File: config.mk
export PLATFORM = sky130hd
export DESIGN_NAME = icap_cmd_seq
export DESIGN_NICKNAME = d
export VERILOG_FILES = /design/src/rtl/icap_cmd_seq.sv
export SDC_FILE = /design/constraint.sdc
export NUM_CORES = 1
export LEC_CHECK = 0
export BUFFER_PORTS_ARGS = -buffer_cell sky130_fd_sc_hd__buf_2
export CORE_MARGIN = 2
export CORE_UTILIZATION = 55
export CTS_CLUSTER_SIZE = 12
export DETAILED_ROUTE_END_ITERATION = 8
export PLACE_DENSITY = 0.85
export RECOVER_POWER = 100
export SLEW_MARGIN = 10
export SYNTH_ARGS = -nofsm -noshare
export SYNTH_HDL_FRONTEND = slang
export SYNTH_SLANG_ARGS = --single-unit
File: constraint.sdc
create_clock -name clk -period 3.4 [get_ports clk]
set_input_delay 0.51 -clock clk [delete_from_list [all_inputs] [get_ports clk]]
set_output_delay 0.51 -clock clk [all_outputs]
set_load 0.02 [all_outputs]
File: src/rtl/icap_cmd_seq.sv
// icap_cmd_seq: single-owner sequencer for the Spartan-6 ICAP primitive.
//
// Arbitrates a warm-reboot requester (IPROG to a runtime SPI address) and a
// status-readback requester (reads STAT), emitting one 16-bit ICAP word per
// clock. The ICAP instance lives outside this block; all ICAP-facing outputs
// are registered.
//
// Optional feature macro: ICAP_STATUS_READ_EN
//   defined   - STAT readback path present.
//   undefined - reboot-only sequencer; rd_req ignored, rd_* outputs tied to 0.
//
// Ports:
//   clk, rst_n          clock (also drives ICAP CLK) and async active-low reset
//   reboot_req          pulse; sets a sticky reboot-pending flag
//   boot_addr[23:0]     SPI boot address, latched at reboot grant
//   rd_req              pulse; STAT readback, accepted only when idle
//   busy                high from grant until return to idle
//   rd_done, rd_err     end-of-readback pulse and its timeout flag
//   rd_data[15:0]       last captured STAT value (logical bit order)
//   icap_ce_n           ICAP CE, active low
//   icap_write_n        ICAP WRITE (0 = write, 1 = read)
//   icap_i[15:0]        ICAP data in (bit-swapped per BITSWAP)
//   icap_o[15:0]        ICAP data out
//   icap_busy           ICAP BUSY
module icap_cmd_seq #(
  parameter logic [23:0] FALLBACK_ADDR = 24'h000000,
  parameter logic [7:0]  SPI_OPCODE    = 8'h0B,
  parameter bit          BITSWAP       = 1'b1,
  parameter int unsigned RD_TIMEOUT    = 255
) (
  input  logic        clk,
  input  logic        rst_n,
  input  logic        reboot_req,
  input  logic [23:0] boot_addr,
  input  logic        rd_req,
  output logic        busy,
  output logic        rd_done,
  output logic        rd_err,
  output logic [15:0] rd_data,
  output logic        icap_ce_n,
  output logic        icap_write_n,
  output logic [15:0] icap_i,
  input  logic [15:0] icap_o,
  input  logic        icap_busy
);

  typedef enum logic [2:0] {
    StIdle, StWrBoot, StWrRdcmd, StSwToRd, StRdWait, StSwToWr, StWrDesync
  } state_e;

  // Reverses bit order within each byte; the ICAP port expects this ordering.
  function automatic logic [15:0] swap_bits(input logic [15:0] w);
    logic [15:0] r;
    for (int i = 0; i < 8; i++) begin
      r[i]     = w[7-i];
      r[8 + i] = w[15-i];
    end
    return BITSWAP ? r : w;
  endfunction

  state_e      state_q, state_d;
  logic [3:0]  cnt_q, cnt_d;
  // Set once the final word of a write burst has been issued, so the 4-bit
  // counter never has to wrap to mark the end of a sequence.
  logic        last_q, last_d;
  logic        pend_q, pend_d;
  logic [23:0] addr_q, addr_d;
  logic        busy_q, busy_d;
  logic        ce_n_q, ce_n_d;
  logic        write_n_q, write_n_d;
  logic [15:0] icap_i_q, icap_i_d;

  logic        wr_state;
  logic [3:0]  wr_last;
  logic [15:0] wr_word;
  logic        wr_hold;

`ifdef ICAP_STATUS_READ_EN
  localparam int unsigned TmoW = (RD_TIMEOUT > 1) ? $clog2(RD_TIMEOUT) : 1;
  logic [TmoW-1:0] tmo_q, tmo_d;
  logic            err_q, err_d;
  logic            rd_done_q, rd_done_d;
  logic            rd_err_q, rd_err_d;
  logic [15:0]     rd_data_q, rd_data_d;
`else
  logic unused_rd;
  assign unused_rd = ^{rd_req, icap_o};
`endif

  // A driven write word that ICAP reports busy on is held, with no timeout.
  assign wr_hold = !ce_n_q && !write_n_q && icap_busy;

  // Word ROM for the write bursts (pre-swap values).
  always_comb begin
    wr_state = 1'b0;
    wr_last  = 4'd15;
    wr_word  = 16'hFFFF;
    case (state_q)
      StWrBoot: begin
        wr_state = 1'b1;
        wr_last  = 4'd15;
        case (cnt_q)
          4'd0, 4'd1: wr_word = 16'hFFFF;
          4'd2:       wr_word = 16'hAA99;
          4'd3:       wr_word = 16'h5566;
          4'd4:       wr_word = 16'h3261;
          4'd5:       wr_word = addr_q[15:0];
          4'd6:       wr_word = 16'h3281;
          4'd7:       wr_word = {SPI_OPCODE, addr_q[23:16]};
          4'd8:       wr_word = 16'h32A1;
          4'd9:       wr_word = FALLBACK_ADDR[15:0];
          4'd10:      wr_word = 16'h32C1;
          4'd11:      wr_word = {SPI_OPCODE, FALLBACK_ADDR[23:16]};
          4'd12:      wr_word = 16'h30A1;
          4'd13:      wr_word = 16'h000E;
          default:    wr_word = 16'h2000;
        endcase
      end
`ifdef ICAP_STATUS_READ_EN
      StWrRdcmd: begin
        wr_state = 1'b1;
        wr_last  = 4'd6;
        case (cnt_q)
          4'd0:    wr_word = 16'hFFFF;
          4'd1:    wr_word = 16'hAA99;
          4'd2:    wr_word = 16'h5566;
          4'd4:    wr_word = 16'h2901;  // type-1 read STAT, 1 word
          default: wr_word = 16'h2000;
        endcase
      end
      StWrDesync: begin
        wr_state = 1'b1;
        wr_last  = 4'd3;
        case (cnt_q)
          4'd0:    wr_word = 16'h30A1;
          4'd1:    wr_word = 16'h000D;
          default: wr_word = 16'h2000;
        endcase
      end
`endif
      default: ;
    endcase
  end

  always_comb begin
    state_d   = state_q;
    cnt_d     = cnt_q;
    last_d    = last_q;
    pend_d    = pend_q | reboot_req;
    addr_d    = addr_q;
    busy_d    = busy_q;
    ce_n_d    = ce_n_q;
    write_n_d = write_n_q;
    icap_i_d  = icap_i_q;
`ifdef ICAP_STATUS_READ_EN
    tmo_d     = tmo_q;
    err_d     = err_q;
    rd_done_d = 1'b0;
    rd_err_d  = 1'b0;
    rd_data_d = rd_data_q;
`endif

    // Issue the next word of whichever write burst is active.
    if (wr_state && !wr_hold && !last_q) begin
      ce_n_d   = 1'b0;
      icap_i_d = swap_bits(wr_word);
      if (cnt_q == wr_last) begin
        last_d = 1'b1;
      end else begin
        cnt_d = cnt_q + 4'd1;
      end
    end

    case (state_q)
      StIdle: begin
        // Reboot has priority; a simultaneous rd_req is dropped.
        if (pend_q || reboot_req) begin
          state_d = StWrBoot;
          addr_d  = boot_addr;
          busy_d  = 1'b1;
          cnt_d   = 4'd0;
          last_d  = 1'b0;
        end
`ifdef ICAP_STATUS_READ_EN
        else if (rd_req) begin
          state_d = StWrRdcmd;
          busy_d  = 1'b1;
          cnt_d   = 4'd0;
          last_d  = 1'b0;
          err_d   = 1'b0;
        end
`endif
      end
      StWrBoot: begin
        if (last_q && !wr_hold) begin
          state_d = StIdle;
          ce_n_d  = 1'b1;
          last_d  = 1'b0;
          cnt_d   = 4'd0;
          busy_d  = 1'b0;
          pend_d  = reboot_req;
        end
      end
`ifdef ICAP_STATUS_READ_EN
      StWrRdcmd: begin
        if (last_q && !wr_hold) begin
          // CE rises first; WRITE flips on the following cycle.
          state_d = StSwToRd;
          ce_n_d  = 1'b1;
          last_d  = 1'b0;
          cnt_d   = 4'd0;
        end
      end
      StSwToRd: begin
        write_n_d = 1'b1;
        state_d   = StRdWait;
      end
      StRdWait: begin
        if (ce_n_q) begin
          ce_n_d = 1'b0;
          tmo_d  = '0;
        end else if (!icap_busy) begin
          rd_data_d = swap_bits(icap_o);
          ce_n_d    = 1'b1;
          state_d   = StSwToWr;
        end else if (tmo_q == TmoW'(RD_TIMEOUT - 1)) begin
          err_d   = 1'b1;
          ce_n_d  = 1'b1;
          state_d = StSwToWr;
        end else begin
          tmo_d = tmo_q + 1'b1;
        end
      end
      StSwToWr: begin
        write_n_d = 1'b0;
        state_d   = StWrDesync;
      end
      StWrDesync: begin
        if (last_q && !wr_hold) begin
          state_d   = StIdle;
          ce_n_d    = 1'b1;
          last_d    = 1'b0;
          cnt_d     = 4'd0;
          busy_d    = 1'b0;
          rd_done_d = 1'b1;
          rd_err_d  = err_q;
        end
      end
`endif
      default: state_d = StIdle;
    endcase
  end

  always_ff @(posedge clk or negedge rst_n) begin
    if (!rst_n) begin
      state_q   <= StIdle;
      cnt_q     <= 4'd0;
      last_q    <= 1'b0;
      pend_q    <= 1'b0;
      addr_q    <= 24'h0;
      busy_q    <= 1'b0;
      ce_n_q    <= 1'b1;
      write_n_q <= 1'b0;
      icap_i_q  <= 16'hFFFF;
    end else begin
      state_q   <= state_d;
      cnt_q     <= cnt_d;
      last_q    <= last_d;
      pend_q    <= pend_d;
      addr_q    <= addr_d;
      busy_q    <= busy_d;
      ce_n_q    <= ce_n_d;
      write_n_q <= write_n_d;
      icap_i_q  <= icap_i_d;
    end
  end

`ifdef ICAP_STATUS_READ_EN
  always_ff @(posedge clk or negedge rst_n) begin
    if (!rst_n) begin
      tmo_q     <= '0;
      err_q     <= 1'b0;
      rd_done_q <= 1'b0;
      rd_err_q  <= 1'b0;
      rd_data_q <= 16'h0;
    end else begin
      tmo_q     <= tmo_d;
      err_q     <= err_d;
      rd_done_q <= rd_done_d;
      rd_err_q  <= rd_err_d;
      rd_data_q <= rd_data_d;
    end
  end

  assign rd_done = rd_done_q;
  assign rd_err  = rd_err_q;
  assign rd_data = rd_data_q;
`else
  assign rd_done = 1'b0;
  assign rd_err  = 1'b0;
  assign rd_data = 16'h0;
`endif

  assign busy         = busy_q;
  assign icap_ce_n    = ce_n_q;
  assign icap_write_n = write_n_q;
  assign icap_i       = icap_i_q;

endmodule

==> impl_metrics.env <==
export IMPL_intPower_mw=1.568
export IMPL_grt_usage=0.2000
export IMPL_numCtsBuffers=5
export IMPL_yosysWarnings=0
export IMPL_vias_per_cell=5.207
export IMPL_slew_viol_final=29
export IMPL_post_cts_buffers=0
export IMPL_p_leak_nw=1.291
export IMPL_vias=1958
export IMPL_grt_pass1_vias=1735
export IMPL_synth_cell_types=43
export IMPL_power_switching_mw=1.087
export IMPL_first_pass_iters=5
export IMPL_dpl_hpwl_mm=3.410
export IMPL_seqPwrFrac=0.414
export IMPL_min_path_type="in2async"
export IMPL_htreeDepth=2
export IMPL_drive_gt1_frac=0.1728
export IMPL_overflow=0
export IMPL_cp_max_fo=31
export IMPL_hold_violations=0
export IMPL_ant_nets=0
export IMPL_synth_area_leaders="dfrtp_1 30%, dfstp_2 18%, nand2_1 12%, buf_4 6.2%, a21oi_1 4.1%"
export IMPL_r2r_start="icap_ce_n$_DFF_PN1_"
export IMPL_critical_path_max_stage_delay_ns=1.10
export IMPL_die_area_um2=5202
export IMPL_setup_slack_ns=1.079
export IMPL_post_route_drc_count=0
export IMPL_rows=24
export IMPL_register_area_um2=1222
export IMPL_antenna_found_initial=0
export IMPL_ir_drop_mv=0.4428
export IMPL_powerDensity_nw_per_um2=974.8
export IMPL_worstSetupPathType="reg2reg"
export IMPL_ys_seq_area_frac=0.4789
export IMPL_switching_share=0.4094
export IMPL_clkTransAtPathRegs_ns=0.09
export IMPL_pre_cts_ws_ns=1.376
export IMPL_cp_required_ns=3.62
export IMPL_clock_root_buffer="clkbuf_8"
export IMPL_final_nets=373
export IMPL_cp_data_arrival_time_ns=2.54
export IMPL_die_h_um=72.13
export IMPL_ios=82
export IMPL_relSlewSlack=-0.1653
export IMPL_clock_latency_ns=0.30
export IMPL_placement_io_buffers=45
export IMPL_violations="max-capacitance violations, max-slew violations"
export IMPL_syn_cell_area_um2=2552
export IMPL_cp_startpoint="icap_ce_n$_DFF_PN1_"
export IMPL_clock_power_share=0.168
export IMPL_finalSetupViolCount=0
export IMPL_multi_input_area_um2=1084
export IMPL_place_congestion=0.8371
export IMPL_slowest_stage="and2_0"
export IMPL_wl_mm=4.947
export IMPL_wl_per_cell_um=13.16
export IMPL_antennaDiodeCount=0
export IMPL_start_util=0.5782
export IMPL_cp_end_kind="flop"
export IMPL_cts_tree="built"
export IMPL_holdBufCountCts=0
export IMPL_cts_buffer_depth=2
export IMPL_worst_pin_slew_ns=1.741
export IMPL_period_share=0.6828
export IMPL_grt_pass1_wl_mm=8.107
export IMPL_cts_resized=0
export IMPL_skew_ns=0.009418
export IMPL_dr_first_iter_drc_count=125
export IMPL_fmax_mhz=430.8
export IMPL_die_w_um=72.13
export IMPL_critPathLaunchType="flop"
export IMPL_fill_cells=387
export IMPL_status="complete, but fails checks"
export IMPL_rsz0062_at_grt="false"
export IMPL_syn_inst=293
export IMPL_whs_ns=0.3838
export IMPL_syn_avg_cell_area_um2=8.711
export IMPL_yosys_register_bits=48
export IMPL_grt_max_degree=49
export IMPL_cap_violations=1
export IMPL_cts_sinks=48
export IMPL_period_minus_slack_ns=2.321
export IMPL_area_growth_pct=6.716
export IMPL_tns_ns=0
export IMPL_core_area_um2=4414
export IMPL_yosysTopAreaCell="dfrtp_1"
export IMPL_p_comb_frac=0.417
export IMPL_worstPathCellList="nand2b_1 > and2_0 > o21ai_0 > o21ai_1"
export IMPL_yosysTopAreaCellShare=0.3039
cells in the final DEF, fill, tap and decap left out, types with 4 or more instances in the layout:
cell,synthesis,layout
nand2_1,82,82
dfrtp_1,31,31
buf_2,14,27
nor2_1,25,26
a21oi_1,21,21
conb_1,1,19
clkbuf_1,0,19
dfstp_2,17,16
a31oi_1,10,10
nor3_1,8,9
inv_1,6,6
o21ai_0,4,5
ha_1,5,5
clkbuf_8,0,5
a22o_1,4,4
worst max-delay path: cells and delay by family (launching register included):
family / cells / cell delay (ns)
AND/OR/NAND/NOR: 2 / 1.25
flip-flops: 1 / 0.54
AO/OA/AOI/OAI: 2 / 0.44
metal layers:
metal	vias up	global-route usage	wire length [um]
li1	990	-	-
met1	893	0.3024	2369
met2	71	0.2905	2201
met3	4	0.04028	335
met4	0	0.06289	40
met5	-	0	0
area by class of cell:
class	count	area share
clock buffer	7	0.03583
inverter	6	0.008268
multi-input combinational	217	0.3978
tap	52	0.02389
timing repair buffer	45	0.07441
sequential	48	0.4488
clock inverter	1	0.01102
stage by stage:
step	cell area (um2)	power, mW	utilization	cells
after floorplan	2620	2.030	-	311
after global placement	2626	2.194	0.5950	368
after detailed placement	2626	2.238	0.5950	368
after CTS	2754	2.691	0.6239	376
after global routing	2724	2.859	0.6171	376
final	2724	2.655	0.6171	376
path summary, 6_finish.rpt:
path                                     endpoint  slack (ns)  depth (start not counted)
min reg2reg                 icap_i[4]$_DFFE_PN1N_        0.47                          2
max reg2reg                 icap_i[4]$_DFFE_PN1N_        1.08                          4
min in group clk           addr_q[20]$_DFFE_PN0P_        0.39                          3
min                              busy$_DFFE_PN0P_        0.38                          1
max                         icap_i[4]$_DFFE_PN1N_        1.08                          4
max in group asynchronous      cnt_q[1]$_DFF_PN0_        2.37                          1
power groups by stage:
| stage | sequential, mW | clock [mW] | combinational, mW |
|---|---|---|---|
| after CTS | 1.10 | 0.458 | 1.14 |
| after global routing | 1.14 | 0.476 | 1.25 |
| final | 1.10 | 0.447 | 1.11 |
| after detailed placement | 1.11 | 0 | 1.13 |
| after global placement | 1.10 | 0 | 1.10 |
| after floorplan | 1.15 | 0 | 0.878 |
sequential cells by signal (all words and copies together), names as in the netlist:
name and count:
addr_q 24, icap_i 16, cnt_q 4, busy 1, icap_ce_n 1, last_q 1, pend_q 1
cells in the mapped netlist, drive strengths merged:
cell    count
a211oi      2
a21boi      1
a21o        1
a21oi      22
a221oi      2
a22o        4
a22oi       1
a31oi      10
a32o        1
and2        4
and3        1
buf        40
conb        1
dfrtp      31
dfstp      17
ha          5
inv         6
mux2        1
nand2      82
nand2b      2
nand3       2
nand4b      1
nor2       26
nor2b       3
nor3       10
o211ai      1
o21a        1
o21ai       6
o21bai      2
o22a        1
o22ai       2
o31a        1
o31ai       1
or2         1
or3         1
kinds of logic after synthesis:
kind of cell	Yosys count	share of synthesized area
AND/OR/NAND/NOR	133	0.2240
AO/OA/AOI/OAI	59	0.1466
flip-flops	48	0.4789
buffers and inverters	46	0.1201
adder cells (fa/ha/maj)	5	0.02451
multiplexers	1	0.004411
other	1	0.001469
Power figures use the tool's default switching activity.
